<file path="src/rtl/mem_line_bridge.sv">
// mem_line_bridge: serializes one 512-bit cache-line request from the L2 onto a
// 64-bit command/data bus and deserializes load beats back into a line.
// Only one request is in flight at a time. Every output is a register or a
// decode of the state register, so no bus input reaches a bus output through
// combinational logic.
//
// Handshake rules: a valid is held, with a stable payload, until the cycle in
// which its ready is sampled high. Read beats (bus_rdata_valid) carry no
// backpressure. bus_wack is a single-cycle pulse. mem_req_valid is sampled
// only while idle, and mem_rsp_valid is a one-cycle completion pulse.
module mem_line_bridge #(
    parameter int          ADDR_W   = 32,
    parameter logic [3:0]  OP_LOAD  = 4'd4,
    parameter logic [3:0]  OP_STORE = 4'd7
) (
    input  logic              clk,
    input  logic              reset_n,
    input  logic              mem_req_valid,
    input  logic [ADDR_W-1:0] mem_req_addr,
    input  logic [511:0]      mem_req_store_data,
    input  logic [3:0]        mem_req_opcode,
    output logic              mem_rsp_valid,
    output logic [511:0]      mem_rsp_load_data,
    output logic              bus_cmd_valid,
    input  logic              bus_cmd_ready,
    output logic              bus_cmd_write,
    output logic [ADDR_W-1:0] bus_cmd_addr,
    output logic              bus_wdata_valid,
    input  logic              bus_wdata_ready,
    output logic [63:0]       bus_wdata,
    output logic              bus_wlast,
    input  logic              bus_wack,
    input  logic              bus_rdata_valid,
    input  logic [63:0]       bus_rdata,
    input  logic              bus_rlast,
    output logic              busy,
    output logic              bad_op,
    output logic              protocol_err
);

    typedef enum logic [2:0] {
        S_IDLE  = 3'd0,
        S_CMD   = 3'd1,
        S_WDATA = 3'd2,
        S_WACK  = 3'd3,
        S_RDATA = 3'd4,
        S_RESP  = 3'd5
    } state_t;

    state_t       state;
    logic [511:0] req_line;
    logic [2:0]   beat;
    logic [2:0]   beat_nxt;

    // The low six address bits select a byte within the line; the bus only
    // ever sees line-aligned addresses.
    localparam logic [ADDR_W-1:0] LINE_MASK = {{(ADDR_W-6){1'b1}}, 6'b0};

    assign beat_nxt = beat + 3'd1;

    // Busy is a pure decode of the state register.
    assign busy = (state != S_IDLE);

    // Main transaction FSM with registered bus and response outputs.
    always_ff @(posedge clk or negedge reset_n) begin
        if (!reset_n) begin
            state             <= S_IDLE;
            req_line          <= '0;
            beat              <= '0;
            mem_rsp_valid     <= 1'b0;
            mem_rsp_load_data <= '0;
            bus_cmd_valid     <= 1'b0;
            bus_cmd_write     <= 1'b0;
            bus_cmd_addr      <= '0;
            bus_wdata_valid   <= 1'b0;
            bus_wdata         <= '0;
            bus_wlast         <= 1'b0;
            bad_op            <= 1'b0;
            protocol_err      <= 1'b0;
        end else begin
            // Bus events that arrive in the wrong phase are dropped but recorded.
            if (bus_rdata_valid && (state != S_RDATA)) protocol_err <= 1'b1;
            if (bus_wack && (state != S_WACK))         protocol_err <= 1'b1;

            case (state)
                S_IDLE: begin
                    if (mem_req_valid) begin
                        req_line      <= mem_req_store_data;
                        bus_cmd_addr  <= mem_req_addr & LINE_MASK;
                        bus_cmd_write <= (mem_req_opcode == OP_STORE);
                        if ((mem_req_opcode == OP_LOAD) || (mem_req_opcode == OP_STORE)) begin
                            bus_cmd_valid <= 1'b1;
                            state         <= S_CMD;
                        end else begin
                            // Unsupported opcode: complete at once, load data untouched.
                            bad_op        <= 1'b1;
                            mem_rsp_valid <= 1'b1;
                            state         <= S_RESP;
                        end
                    end
                end

                S_CMD: begin
                    if (bus_cmd_ready) begin
                        bus_cmd_valid <= 1'b0;
                        beat          <= 3'd0;
                        if (bus_cmd_write) begin
                            bus_wdata_valid <= 1'b1;
                            bus_wdata       <= req_line[63:0];
                            bus_wlast       <= 1'b0;
                            state           <= S_WDATA;
                        end else begin
                            state <= S_RDATA;
                        end
                    end
                end

                S_WDATA: begin
                    if (bus_wdata_ready) begin
                        if (beat == 3'd7) begin
                            bus_wdata_valid <= 1'b0;
                            bus_wlast       <= 1'b0;
                            state           <= S_WACK;
                        end else begin
                            // Preload the next beat so the payload is a register.
                            beat      <= beat_nxt;
                            bus_wdata <= req_line[{beat_nxt, 6'b0} +: 64];
                            bus_wlast <= (beat_nxt == 3'd7);
                        end
                    end
                end

                S_WACK: begin
                    if (bus_wack) begin
                        mem_rsp_valid <= 1'b1;
                        state         <= S_RESP;
                    end
                end

                S_RDATA: begin
                    if (bus_rdata_valid) begin
                        mem_rsp_load_data[{beat, 6'b0} +: 64] <= bus_rdata;
                        // The local beat count decides the end; rlast is only checked.
                        if (bus_rlast != (beat == 3'd7)) protocol_err <= 1'b1;
                        beat <= beat_nxt;
                        if (beat == 3'd7) begin
                            mem_rsp_valid <= 1'b1;
                            state         <= S_RESP;
                        end
                    end
                end

                S_RESP: begin
                    mem_rsp_valid <= 1'b0;
                    state         <= S_IDLE;
                end

                default: begin
                    state <= S_IDLE;
                end
            endcase
        end
    end

endmodule

</file>
<file path="config.mk">
export PLATFORM = sky130hd
export DESIGN_NAME = mem_line_bridge
export DESIGN_NICKNAME = d
export VERILOG_FILES = /design/src/rtl/mem_line_bridge.sv
export SDC_FILE = /design/constraint.sdc
export NUM_CORES = 2
export LEC_CHECK = 0
export BUFFER_PORTS_ARGS = -buffer_cell sky130_fd_sc_hd__buf_2
export CAP_MARGIN = 10
export CORE_AREA = 2 2 475 477
export CTS_CLUSTER_DIAMETER = 100
export CTS_CLUSTER_SIZE = 8
export DETAILED_ROUTE_END_ITERATION = 10
export DIE_AREA = 0 0 477 479
export SYNTH_ARGS = -nofsm -noshare
export SYNTH_HDL_FRONTEND = slang
export SYNTH_SLANG_ARGS = --single-unit
</file>
<file path="constraint.sdc">
create_clock -name clk -period 3.6 [get_ports clk]
set_clock_uncertainty 0.2 [all_clocks]
set_input_delay 0 -clock clk [delete_from_list [all_inputs] [get_ports clk]]
set_output_delay 0 -clock clk [all_outputs]
set_load 0.03 [all_outputs]
</file>
==> out/metrics.cfg <==
[global_routing]
antenna_found_initial=65
grt_usage_pct=17.4
grt_pass1_vias=41700
globalRouteOverflowTotal=0
grt_first_pass_wirelength_mm=293
grt_max_degree=112

[worst_setup_path]
crit_path_max_incr_delay_ps=630
kind_of_cell_adding_the_most_delay_to_the_critical_path=simple AND/OR/NAND/NOR gates
setup.worst_path.class=flip-flop to flip-flop
arrival_ps=3680
timing.critical_path.cells=inv_1 > ha_4 > ha_1 > nor3b_1 > nand3_4 > buf_12 > mux2_2
timing.critical_path.from_type=flip-flop
cp-end-kind=flip-flop
worst-path-max-fanout=51
worst_ep_required_time_ps=4070
slowest_stage=sky130_fd_sc_hd__nor3b_1
critical_path_buf_inv_count=2

[cells_and_area]
layout-drive-gt1-share_pct=45.3
finalNonFillerCells=8798
area.growth.synth_to_final_pct=59.4
fillers=21600
layout.nets=6346

[die]
starting_density_of_the_core_pct=20.9
die_w_microns=477
dieArea_sq_um=228000
floorplan.die.height_microns=479
fp-row-count=174
fp.coreArea_sq_um=224000
io_pins=1236

[logic_synthesis]
synthesized_area_per_cell_sq_um=14.7
fraction_of_the_yosys_area_taken_by_sequential_cells_pct=60.4
synth-edff-count=0
synth_ff_type=sky130_fd_sc_hd__dfrtp_1
synthesis.area_sq_um=46700
synthesis.instances=3170
ys_warn_count=0
unique_masters_post_synth=50
ys_async_sr_fraction_pct=100
synth-seq-cells=1127

[routing]
route.vias.total=38600
detailedRoute.firstIterationViolations=2650
drt-vias-per-instance=4.38
wire_per_inst_microns=23.3
detailedRoute.firstPassIterationCount=5
wl_mm=205
postRouteAntennaNets=0
route.detailed.drc=0

[timing]
grt_setup_unrepaired=no
tns_ps=0
worst_slew_margin_rel_pct=44.5
hold_viol_final=0
final_period_minus_worst_setup_slack_ps=3210
fmax_mhz=312
timing.final.setup_violations=0
timing.final.max_slew_violations=0
post-route-period-util_pct=89.1
worst_slew_pin_slew_ps=832

[place]
place.detailed.hpwl_mm=138
placed_cells=7265
io_buffers=1223
finalWeightedCongestion=0.880

[cts]
cts.htree.levels=4
cts-buffers-inserted=163
tritoncts_clock_tree=done
postCtsSetupBuffers=0
clk_buf_depth=3
cts_sinks=1127
clk_pin_slew_worst_paths_ps=50
clk_root_buffer_cell=sky130_fd_sc_hd__clkbuf_16
clk_latency_worst_skew_pair_ps=820

[job]
max_cap_viol_count=0

[power_and_ir_drop]
power.density_cell_area_nw_per_um2=851
p_leak_nw=34.8
ir_drop_uv=551

[status]
status=completed

[min_path]
worstHoldPathType=input pin to flip-flop

==> metrics by stage <==
step	util [%]	total power [mW]	hold WS (ps)	setup WS, ps	cell area, sq um
2_1_floorplan	-	37.6	-496	196	46700
3_3_place_gp	25.4	46.4	-100	457	56800
3_5_place_dp	25.4	47.0	-98.8	396	56800
4_1_cts	33.2	63.1	0.0259	399	74300
5_1_grt	33.3	66.2	22.6	258	74400
6_report	33.3	63.3	74.8	394	74400
==> path summary, 6_finish.rpt <==
check / from / to / slack (ps) / cells after the start
max: beat[1] / mem_rsp_load_data[359] / 390 / 7
min: bus_rdata[34] / mem_rsp_load_data[418] / 70 / 3
max reg2reg: beat[1] / mem_rsp_load_data[359] / 390 / 7
min reg2reg: bad_op / bad_op / 250 / 1
max in group asynchronous: reset_n / mem_rsp_load_data[331] / 1900 / 4
min in group asynchronous: reset_n / req_line[151] / 480 / 4
==> registers in the layout, indices dropped and copies added, names as in the netlist, 3 cells and up <==
register / count
mem_rsp_load_data: 512
bus_wdata: 64
beat: 3
bus_cmd_addr: 26
state: 3
req_line: 512
==> metal layers <==
layer  part of all wire [%]  vias up  GRT usage (%)
li1                       -    16400              -
met1                     36    19900           19.1
met2                     49     1740           29.3
met3                    8.0      534           5.12
met4                    6.7       12           11.4
met5                  0.043        -              0
==> layout make-up <==
class                           count  area, sq um  area share, %
Multi-Input combinational cell   1789        17400           23.4
Clock buffer                      167         4120           5.54
Clock inverter                     22          488          0.656
Antenna cell                       62          155          0.208
Tap cell                         2992         3740           5.03
Sequential cell                  1127        28200           37.9
Timing Repair Buffer             2599        20100           27.0
Inverter                           40          153          0.205
==> timing repair <==
item	CTS	global route
hold buffers	1282	0
endpoints found under the hold margin	2218	0
resized for setup	0	0
endpoints found under the setup margin	0	0
==> placed cells by master, fill, tap and decap left out, types with 3 or more instances in the layout <==
cell                            count
sky130_fd_sc_hd__o21ai_0           89
sky130_fd_sc_hd__ha_1               4
sky130_fd_sc_hd__clkbuf_8           3
sky130_fd_sc_hd__mux2_2           886
sky130_fd_sc_hd__nor2b_1            3
sky130_fd_sc_hd__nand2_1          303
sky130_fd_sc_hd__nor3_1             4
sky130_fd_sc_hd__dfrtp_1         1126
sky130_fd_sc_hd__buf_12            34
sky130_fd_sc_hd__o31ai_1           88
sky130_fd_sc_hd__dlygate4sd3_1   1281
sky130_fd_sc_hd__mux4_2           128
sky130_fd_sc_hd__and3_1            63
sky130_fd_sc_hd__nand3b_1           4
sky130_fd_sc_hd__nand3_1           30
sky130_fd_sc_hd__conb_1             6
sky130_fd_sc_hd__clkinv_4           3
sky130_fd_sc_hd__a22o_1             3
sky130_fd_sc_hd__mux2_4            60
sky130_fd_sc_hd__clkbuf_16        163
sky130_fd_sc_hd__clkinv_16         14
sky130_fd_sc_hd__buf_4             60
sky130_fd_sc_hd__buf_2           1222
sky130_fd_sc_hd__nor2_1            67
sky130_fd_sc_hd__a21oi_1            8
sky130_fd_sc_hd__diode_2           62
sky130_fd_sc_hd__inv_1             39
==> synth_stat cells, types with 2 or more instances <==
library cell	n	share of area [%]
sky130_fd_sc_hd__nor3_1	5	0.054
sky130_fd_sc_hd__clkbuf_1	98	0.79
sky130_fd_sc_hd__a21oi_1	8	0.086
sky130_fd_sc_hd__dfrtp_1	1127	60
sky130_fd_sc_hd__nand3_1	32	0.34
sky130_fd_sc_hd__o21ai_0	89	0.95
sky130_fd_sc_hd__nor2b_1	3	0.040
sky130_fd_sc_hd__mux2_4	60	1.9
sky130_fd_sc_hd__a22o_1	3	0.056
sky130_fd_sc_hd__or3_1	2	0.027
sky130_fd_sc_hd__nand2_1	303	2.4
sky130_fd_sc_hd__buf_6	7	0.17
sky130_fd_sc_hd__nor3b_1	4	0.064
sky130_fd_sc_hd__nor2_1	67	0.54
sky130_fd_sc_hd__buf_4	7	0.11
sky130_fd_sc_hd__nand4b_1	2	0.038
sky130_fd_sc_hd__ha_1	6	0.16
sky130_fd_sc_hd__inv_1	40	0.32
sky130_fd_sc_hd__xnor2_1	2	0.038
sky130_fd_sc_hd__buf_1	14	0.11
sky130_fd_sc_hd__nand3b_1	4	0.064
sky130_fd_sc_hd__mux2_2	886	21
sky130_fd_sc_hd__mux4_2	128	6.2
sky130_fd_sc_hd__a21o_1	2	0.032
sky130_fd_sc_hd__or4b_2	2	0.043
sky130_fd_sc_hd__buf_2	93	1.0
sky130_fd_sc_hd__o31ai_1	88	1.4
sky130_fd_sc_hd__nor4bb_1	2	0.043
sky130_fd_sc_hd__and2_1	2	0.027
sky130_fd_sc_hd__and3_1	64	0.86
==> tightest hold or removal path: cells and delay by family <==
| kind | cells | cell delay (ps) |
|---|---|---|
| muxes | 1 | 200 |
| buffers and inverters | 2 | 820 |
==> power breakdown <==
part | switching, mW | total, mW | internal (mW)
registers | 3.73 | 22.1 | 18.4
clock network | 6.02 | 14.2 | 8.17
logic | 15.3 | 27.0 | 11.7
==> cells by family after synthesis <==
| kind of cell | Yosys count | share of synthesized area, % |
|---|---|---|
| mux | 1075 | 29.5 |
| buf+inv | 259 | 2.50 |
| compound gates | 198 | 2.68 |
| other cells | 1 | 0.00803 |
| flops | 1127 | 60.4 |
| fa+ha+maj | 6 | 0.161 |
| simple gates | 502 | 4.74 |
| xor+xnor | 2 | 0.0375 |
Power figures use the tool's default switching activity.
